## src/rtl/linear_network_injector_seq_pkg.sv

```systemverilog
// Shared types for the linear network injector: sequencing state and counter width default.
package linear_network_pkg;

    localparam int CNT_WIDTH_DEFAULT = 16;

    typedef enum logic [1:0] {
        IDLE   = 2'b00,
        ACTIVE = 2'b01,
        HOLD   = 2'b10
    } inj_state_e;

endpackage

```

## src/rtl/linear_network_injector_seq_if.sv

```systemverilog
// Producer-side handshake and network-side drive signals of the injector.
interface linear_network_injector_seq_if #(
    parameter int DATA_WIDTH = 32,
    parameter int NUM_NODE   = 4
);
    logic                  i_valid;
    logic                  o_ready;
    logic [DATA_WIDTH-1:0] i_data_bus;
    logic [NUM_NODE-1:0]   i_dest;
    logic                  i_stall;
    logic                  o_valid;
    logic [DATA_WIDTH-1:0] o_data_bus;
    logic [NUM_NODE-1:0]   o_cmd;
    logic                  o_en;

    modport master (
        output i_valid, i_data_bus, i_dest, i_stall,
        input  o_ready, o_valid, o_data_bus, o_cmd, o_en
    );

    modport slave (
        input  i_valid, i_data_bus, i_dest, i_stall,
        output o_ready, o_valid, o_data_bus, o_cmd, o_en
    );
endinterface

```

## src/rtl/linear_network_injector_seq_fifo.sv

```systemverilog
// Synchronous circular FIFO with naturally wrapping pointers and an extra-bit occupancy count.
module sync_fifo_seq #(
    parameter int WIDTH = 36,
    parameter int DEPTH = 4
) (
    input  logic                       clk,
    input  logic                       rst,
    input  logic                       push,
    input  logic [WIDTH-1:0]           wdata,
    input  logic                       pop,
    output logic [WIDTH-1:0]           rdata,
    output logic                       full,
    output logic                       empty,
    output logic [$clog2(DEPTH):0]     count
);
    localparam int AW = $clog2(DEPTH);
    localparam logic [AW:0]   FULL_CNT = (AW+1)'(DEPTH);
    localparam logic [AW:0]   CNT_ONE  = (AW+1)'(1'b1);
    localparam logic [AW-1:0] PTR_ONE  = AW'(1'b1);

    logic [WIDTH-1:0] mem_r [DEPTH];
    logic [AW-1:0]    wr_ptr_r;
    logic [AW-1:0]    rd_ptr_r;
    logic [AW:0]      count_r;
    logic             push_ok_s;
    logic             pop_ok_s;

    // Overflow/underflow requests are ignored rather than corrupting the pointers.
    assign push_ok_s = push && (count_r != FULL_CNT);
    assign pop_ok_s  = pop && (count_r != {(AW+1){1'b0}});

    // Payload storage; no reset needed since occupancy is tracked separately.
    always_ff @(posedge clk) begin
        if (push_ok_s) begin
            mem_r[wr_ptr_r] <= wdata;
        end
    end

    // Pointer and occupancy bookkeeping.
    always_ff @(posedge clk) begin
        if (!rst) begin
            wr_ptr_r <= {AW{1'b0}};
            rd_ptr_r <= {AW{1'b0}};
            count_r  <= {(AW+1){1'b0}};
        end else begin
            if (push_ok_s) begin
                wr_ptr_r <= wr_ptr_r + PTR_ONE;
            end
            if (pop_ok_s) begin
                rd_ptr_r <= rd_ptr_r + PTR_ONE;
            end
            case ({push_ok_s, pop_ok_s})
                2'b10:   count_r <= count_r + CNT_ONE;
                2'b01:   count_r <= count_r - CNT_ONE;
                default: count_r <= count_r;
            endcase
        end
    end

    assign rdata = mem_r[rd_ptr_r];
    assign full  = (count_r == FULL_CNT);
    assign empty = (count_r == {(AW+1){1'b0}});
    assign count = count_r;

endmodule

```

## src/rtl/linear_network_injector_seq.sv

```systemverilog
// Buffered feeder for the linear multicast network: FIFO, output register, FSM and counters.
// Optional INJECTOR_ZERO_DEST_DROP_EN discards accepted packets whose destination mask is zero.
module linear_network_injector_seq
    import linear_network_pkg::*;
#(
    parameter int DATA_WIDTH = 32,
    parameter int NUM_NODE   = 4,
    parameter int FIFO_DEPTH = 4,
    parameter int CNT_WIDTH  = CNT_WIDTH_DEFAULT
) (
    input  logic                         clk,
    input  logic                         rst,
    linear_network_injector_seq_if.slave bus,
    output logic [CNT_WIDTH-1:0]         o_issue_cnt,
    output logic [CNT_WIDTH-1:0]         o_drop_cnt
);
    localparam int FW = DATA_WIDTH + NUM_NODE;
    localparam int CW = $clog2(FIFO_DEPTH) + 1;
    localparam logic [CW-1:0]        FULL_CNT = CW'(FIFO_DEPTH);
    localparam logic [CNT_WIDTH-1:0] CNT_ONE  = CNT_WIDTH'(1'b1);

    logic                  ready_en_r;
    logic                  valid_r;
    logic [DATA_WIDTH-1:0] data_r;
    logic [NUM_NODE-1:0]   cmd_r;
    logic [CNT_WIDTH-1:0]  issue_cnt_r;
    inj_state_e            state_r;
    inj_state_e            state_s;

    logic                  accept_s;
    logic                  push_s;
    logic                  load_s;
    logic                  pop_s;
    logic [FW-1:0]         fifo_rdata_s;
    logic                  fifo_full_s;
    logic                  fifo_empty_s;
    logic [CW-1:0]         fifo_count_s;

    // Ready depends only on registers; ready_en_r keeps it low while reset is applied.
    assign bus.o_ready = ready_en_r && (fifo_count_s != FULL_CNT);
    assign accept_s    = bus.i_valid && bus.o_ready;
    assign load_s      = !bus.i_stall;
    assign pop_s       = load_s && !fifo_empty_s;
    assign bus.o_en    = ~bus.i_stall;

`ifdef INJECTOR_ZERO_DEST_DROP_EN
    assign push_s = accept_s && !fifo_full_s && (bus.i_dest != {NUM_NODE{1'b0}});
`else
    assign push_s = accept_s && !fifo_full_s;
`endif

    sync_fifo_seq #(
        .WIDTH (FW),
        .DEPTH (FIFO_DEPTH)
    ) u_fifo (
        .clk   (clk),
        .rst   (rst),
        .push  (push_s),
        .wdata ({bus.i_data_bus, bus.i_dest}),
        .pop   (pop_s),
        .rdata (fifo_rdata_s),
        .full  (fifo_full_s),
        .empty (fifo_empty_s),
        .count (fifo_count_s)
    );

    // Ready enable: low through reset, high from the first cycle after it.
    always_ff @(posedge clk) begin
        if (!rst) begin
            ready_en_r <= 1'b0;
        end else begin
            ready_en_r <= 1'b1;
        end
    end

    // Output register: loads the FIFO head (or a bubble) whenever the network is not frozen.
    always_ff @(posedge clk) begin
        if (!rst) begin
            valid_r <= 1'b0;
            data_r  <= {DATA_WIDTH{1'b0}};
            cmd_r   <= {NUM_NODE{1'b0}};
        end else if (load_s) begin
            valid_r <= pop_s;
            data_r  <= pop_s ? fifo_rdata_s[FW-1:NUM_NODE] : {DATA_WIDTH{1'b0}};
            cmd_r   <= pop_s ? fifo_rdata_s[NUM_NODE-1:0] : {NUM_NODE{1'b0}};
        end
    end

    assign bus.o_valid    = valid_r;
    assign bus.o_data_bus = data_r;
    assign bus.o_cmd      = cmd_r;

    // Issue counter, wrapping naturally.
    always_ff @(posedge clk) begin
        if (!rst) begin
            issue_cnt_r <= {CNT_WIDTH{1'b0}};
        end else if (pop_s) begin
            issue_cnt_r <= issue_cnt_r + CNT_ONE;
        end
    end

    assign o_issue_cnt = issue_cnt_r;

`ifdef INJECTOR_ZERO_DEST_DROP_EN
    logic [CNT_WIDTH-1:0] drop_cnt_r;

    // Drop counter: accepted packets with an empty destination mask.
    always_ff @(posedge clk) begin
        if (!rst) begin
            drop_cnt_r <= {CNT_WIDTH{1'b0}};
        end else if (accept_s && (bus.i_dest == {NUM_NODE{1'b0}})) begin
            drop_cnt_r <= drop_cnt_r + CNT_ONE;
        end
    end

    assign o_drop_cnt = drop_cnt_r;
`else
    assign o_drop_cnt = {CNT_WIDTH{1'b0}};
`endif

    // State register.
    always_ff @(posedge clk) begin
        if (!rst) begin
            state_r <= IDLE;
        end else begin
            state_r <= state_s;
        end
    end

    // Next-state logic; HOLD is only entered while a valid packet is frozen on the outputs.
    always_comb begin
        state_s = state_r;
        case (state_r)
            IDLE: begin
                if (pop_s) begin
                    state_s = ACTIVE;
                end else begin
                    state_s = IDLE;
                end
            end
            ACTIVE: begin
                if (bus.i_stall) begin
                    if (valid_r) begin
                        state_s = HOLD;
                    end else begin
                        state_s = ACTIVE;
                    end
                end else if (fifo_empty_s) begin
                    state_s = IDLE;
                end else begin
                    state_s = ACTIVE;
                end
            end
            HOLD: begin
                if (!bus.i_stall) begin
                    state_s = ACTIVE;
                end else begin
                    state_s = HOLD;
                end
            end
            default: begin
                state_s = IDLE;
            end
        endcase
    end

endmodule

```

## src/flat_wrapper.sv

```systemverilog
// flat-port wrapper written by rule: the top's interface ports become plain ports
module linear_network_injector_seq_flat import linear_network_pkg::*;
#(
    parameter int DATA_WIDTH = 32,
    parameter int NUM_NODE   = 4,
    parameter int FIFO_DEPTH = 4,
    parameter int CNT_WIDTH  = CNT_WIDTH_DEFAULT
)
  (clk, rst, o_issue_cnt, o_drop_cnt, bus_i_valid, bus_i_data_bus, bus_i_dest, bus_i_stall, bus_o_ready, bus_o_valid, bus_o_data_bus, bus_o_cmd, bus_o_en);
  linear_network_injector_seq_if #(.DATA_WIDTH(DATA_WIDTH), .NUM_NODE(NUM_NODE)) bus_i ();
  input  logic clk;
  input  logic rst;
  output logic [CNT_WIDTH-1:0] o_issue_cnt;
  output logic [CNT_WIDTH-1:0] o_drop_cnt;
  input wire logic [$bits(bus_i.i_valid)-1:0] bus_i_valid;
  input wire logic [$bits(bus_i.i_data_bus)-1:0] bus_i_data_bus;
  input wire logic [$bits(bus_i.i_dest)-1:0] bus_i_dest;
  input wire logic [$bits(bus_i.i_stall)-1:0] bus_i_stall;
  output wire logic [$bits(bus_i.o_ready)-1:0] bus_o_ready;
  output wire logic [$bits(bus_i.o_valid)-1:0] bus_o_valid;
  output wire logic [$bits(bus_i.o_data_bus)-1:0] bus_o_data_bus;
  output wire logic [$bits(bus_i.o_cmd)-1:0] bus_o_cmd;
  output wire logic [$bits(bus_i.o_en)-1:0] bus_o_en;
  assign bus_i.i_valid = bus_i_valid;
  assign bus_i.i_data_bus = bus_i_data_bus;
  assign bus_i.i_dest = bus_i_dest;
  assign bus_i.i_stall = bus_i_stall;
  assign bus_o_ready = bus_i.o_ready;
  assign bus_o_valid = bus_i.o_valid;
  assign bus_o_data_bus = bus_i.o_data_bus;
  assign bus_o_cmd = bus_i.o_cmd;
  assign bus_o_en = bus_i.o_en;
  linear_network_injector_seq #(.DATA_WIDTH(DATA_WIDTH), .NUM_NODE(NUM_NODE), .FIFO_DEPTH(FIFO_DEPTH), .CNT_WIDTH(CNT_WIDTH)) u_core (.clk(clk), .rst(rst), .bus(bus_i), .o_issue_cnt(o_issue_cnt), .o_drop_cnt(o_drop_cnt));
endmodule
```

## config.mk

```make
export PLATFORM = sky130hd
export DESIGN_NAME = linear_network_injector_seq_flat
export DESIGN_NICKNAME = d
export VERILOG_FILES = /design/src/rtl/linear_network_injector_seq_pkg.sv /design/src/rtl/linear_network_injector_seq_if.sv /design/src/rtl/linear_network_injector_seq_fifo.sv /design/src/rtl/linear_network_injector_seq.sv /design/src/flat_wrapper.sv
export SDC_FILE = /design/constraint.sdc
export NUM_CORES = 1
export LEC_CHECK = 0
export ABC_AREA = 1
export BUFFER_PORTS_ARGS = -buffer_cell sky130_fd_sc_hd__buf_2
export CORE_ASPECT_RATIO = 0.8
export CORE_UTILIZATION = 23
export CTS_BUF_LIST = sky130_fd_sc_hd__clkbuf_16
export DETAILED_ROUTE_END_ITERATION = 8
export HOLD_SLACK_MARGIN = 0.05
export SLEW_MARGIN = 0
export SYNTH_ARGS = -nofsm -noshare
export SYNTH_HDL_FRONTEND = slang
export SYNTH_SLANG_ARGS = --single-unit
```

## constraint.sdc

```tcl
create_clock -name clk -period 6.4 [get_ports clk]
set_input_delay 1.28 -clock clk [delete_from_list [all_inputs] [get_ports clk]]
set_output_delay 1.28 -clock clk [all_outputs]
set_load 0.005 [all_outputs]
```

==> flow_summary.ini <==
[floorplanning]
rows = 61
die_w_um = 214
ioPinCount = 111
dieArea_mm2 = 0.0368
chipHeight_um = 172
design.core.area_mm2 = 0.0351
floorplan.initialDensity = 0.236

[synth]
yosysTopAreaCell = edfxtp_1
synth_area_mm2 = 0.00830
synthTopCellsByArea = edfxtp_1, dfxtp_1, nand2_1
yosysSeqAreaShare = 0.673
ys_seq_elements = 207
synth_top_area_frac = 0.521
synth.yosys.warnings = 0
yosys.cell_types.count = 31
synthesis.area_per_instance_um2 = 10.6
synth_cells = 782

[sta]
finalCriticalPeriod_ns = 3.68
totalNegativeSetupSlack_ns = 0
final_skew_ns = 0.0121
worst_slack_ns = 2.72
final-setup-viol-count = 0
grt_setup_unrepaired = no
tightest_slew_ns = 1.05
final_hold_viol_count = 0
timing_max_transition_violations_final = 0
worst_hold_slack_ns = 0.462
achievable-frequency_mhz = 272
period_share = 0.575
slew_headroom = 0.297

[pwr]
comb_pwr_share = 0.188
internal-power_mw = 2.45
clkPwrFrac = 0.347
power_density_mw_per_mm2 = 350
power.net_switching_mw = 1.00
finalPower_mw = 3.45
seqPwrFrac = 0.465
max-vdd-ir-drop_mv = 0.190
leakagePower_nw = 3.71
netSwitchingFraction = 0.291

[route]
drc_errors_left = 0
drtIter0Drc = 349
wl_per_cell_um = 14.0
route.antenna.remaining_nets = 0
route.detailed.vias_per_inst = 4.03
via_count = 5471
drt_pre_antenna_iters = 5
postRouteWirelength_mm = 19.0

[setup_path]
crit-reg2reg-capture = u_core.u_fifo.mem_r[3][29]
worst_reg2reg_startpoint = u_core.u_fifo.count[0]
crit_required_ns = 5.12
cell_depth_of_the_worst_flop_to_flop_path = 5
worstPathArrival_ns = 2.40
critical_path.endpoint_type = primary output
timing.critical_path.fanout_max = 39
crit_end = bus_o_en
critPathLaunch = bus_i_stall
r2r_slack_ns = 4.22
critical_path.startpoint_type = input pin
setup.worst_path.class = in -> out

[global_route]
largest_net_degree_at_the_start_of_global_routing = 105
grt_first_pass_wirelength_mm = 29.8
grt_antenna_before_repair = 4
overflow = 0
globalRouteTotalUtil = 0.105
grt_pass1_vias = 5068

[outcome]
outcome = completed

[job]
max_cap_viol_count = 0

[cts]
clock_path_buffers = 3
cts.clk_slew.worst_paths_ns = 0.06
cts_buffers = 21
worst_skew_pair.late_latency_ns = 0.51
tritoncts = yes
post-cts-setup-buffers = 0
clk_root_buffer_cell = clkbuf_16
ctsHtreeMaxLevel = 1
post_cts_resized = 0
post_cts_hold_buffer_count = 0
tritoncts_num_sinks = 207

[placed_design]
place_worst_setup_slack_ns = 2.70
post-dp-hpwl_mm = 11.5
dpl-instance-area_mm2 = 0.00917
dpl.cell_count = 1318
port_buffers = 94
place_congestion = 0.787

[cells_and_area]
nNetsFinal = 916
area_growth_syn_to_layout_pct = 18.7
post_route_cells_drive_above_1_share = 0.166
multi_input_comb_area_mm2 = 0.00224
layout.filler_cells = 3696
final_cell_count_no_fill = 1357
post-route-cell-area_mm2 = 0.00985
fin_util = 0.281
reg_area_mm2 = 0.00559

[min_path]
min_path_type = reg -> reg
-- Yosys cell counts --
library cell	n
a21boi_0	1
a21oi_1	50
a21oi_4	1
and2_1	1
and3_1	3
buf_1	2
buf_2	9
buf_4	25
buf_6	3
clkbuf_1	10
clkbuf_2	3
conb_1	1
dfxtp_1	63
edfxtp_1	144
fa_1	1
ha_1	6
inv_1	59
inv_2	3
nand2_1	178
nand2_2	1
nand2_4	1
nand3_1	14
nand3_2	1
nand4_1	4
nor2_1	111
nor2_2	1
nor2_4	2
o211ai_1	36
o21ai_0	36
o21ai_1	9
o21bai_1	3
-- worst min-delay path by stage --
stage                                    startpoint                        end  slack [ns]  depth (start not counted)
final                            u_core.bus.o_valid         u_core.bus.o_valid        0.46                          2
after global routing      u_core.bus.o_data_bus[27]  u_core.bus.o_data_bus[27]        0.48                          2
after floorplan            u_core.bus.o_data_bus[0]   u_core.bus.o_data_bus[0]        0.45                          2
after global placement     u_core.bus.o_data_bus[0]   u_core.bus.o_data_bus[0]        0.45                          2
after detailed placement         u_core.bus.o_valid         u_core.bus.o_valid        0.45                          2
after CTS                        u_core.bus.o_valid         u_core.bus.o_valid        0.46                          2
-- metal layers --
| layer | up-vias | global-route usage | routed length (um) |
|---|---|---|---|
| li1 | 2775 | - | - |
| met1 | 2523 | 0.144 | 9150 |
| met4 | 6 | 0.0245 | 268 |
| met5 | - | 0 | 39 |
| met2 | 140 | 0.165 | 8540 |
| met3 | 27 | 0.0274 | 1040 |
-- placed cells by master (no fill, tap or decap), types with 4 or more instances in the layout --
master	n
nand4_1	4
o21ai_0	36
nand2_1	178
buf_4	7
buf_2	94
clkbuf_16	21
ha_1	6
o211ai_1	36
clkinv_1	4
dfxtp_1	62
a21oi_1	50
conb_1	16
nand3_1	14
inv_1	62
nor2_1	107
o21ai_1	9
nor2_4	6
edfxtp_1	144
-- sequential cells by signal (all words and copies together) (netlist names), named ones only --
signal and flops:
u_core.u_fifo.mem_r 144, u_core.bus.o_data_bus 32, u_core.o_issue_cnt 16, u_core.bus.o_cmd 4
u_core.u_fifo.count 3, u_core.u_fifo.rd_ptr_r 2, u_core.u_fifo.wr_ptr_r 2, u_core.bus.o_valid 1
u_core.ready_en_r 1
-- worst max-delay path, cell delays in order --
cell and delay (ns):
buf_2 0.72, inv_1 0.21, buf_2 0.19
-- power groups by stage --
stage	clock network [mW]	logic, mW	registers [mW]
2_1_floorplan	0	0.476	1.62
3_3_place_gp	0	0.657	1.63
5_1_grt	1.29	0.747	1.61
3_5_place_dp	0	0.667	1.63
6_report	1.20	0.649	1.60
4_1_cts	1.23	0.669	1.60
-- cell families (layout without fill, tap and decap cells) --
family	count (synthesis)	count (layout)	synth area share
buffers and inverters	114	201	0.0674
AOI/OAI and AO/OA	136	136	0.0955
adders and majority gates	7	7	0.0115
DFF	207	207	0.673
other	1	17	0.000452
and+or+nand+nor	317	317	0.152
-- final cells by class --
| type | instances | share of cell area |
|---|---|---|
| Antenna cell | 1 | 0.000254 |
| Clock buffer | 21 | 0.0534 |
| Clock inverter | 17 | 0.0150 |
| Inverter | 62 | 0.0236 |
| Multi-Input combinational cell | 476 | 0.227 |
| Sequential cell | 207 | 0.567 |
| Tap cell | 472 | 0.0600 |
| Timing Repair Buffer | 101 | 0.0531 |
(Power assumes the default switching activity.)
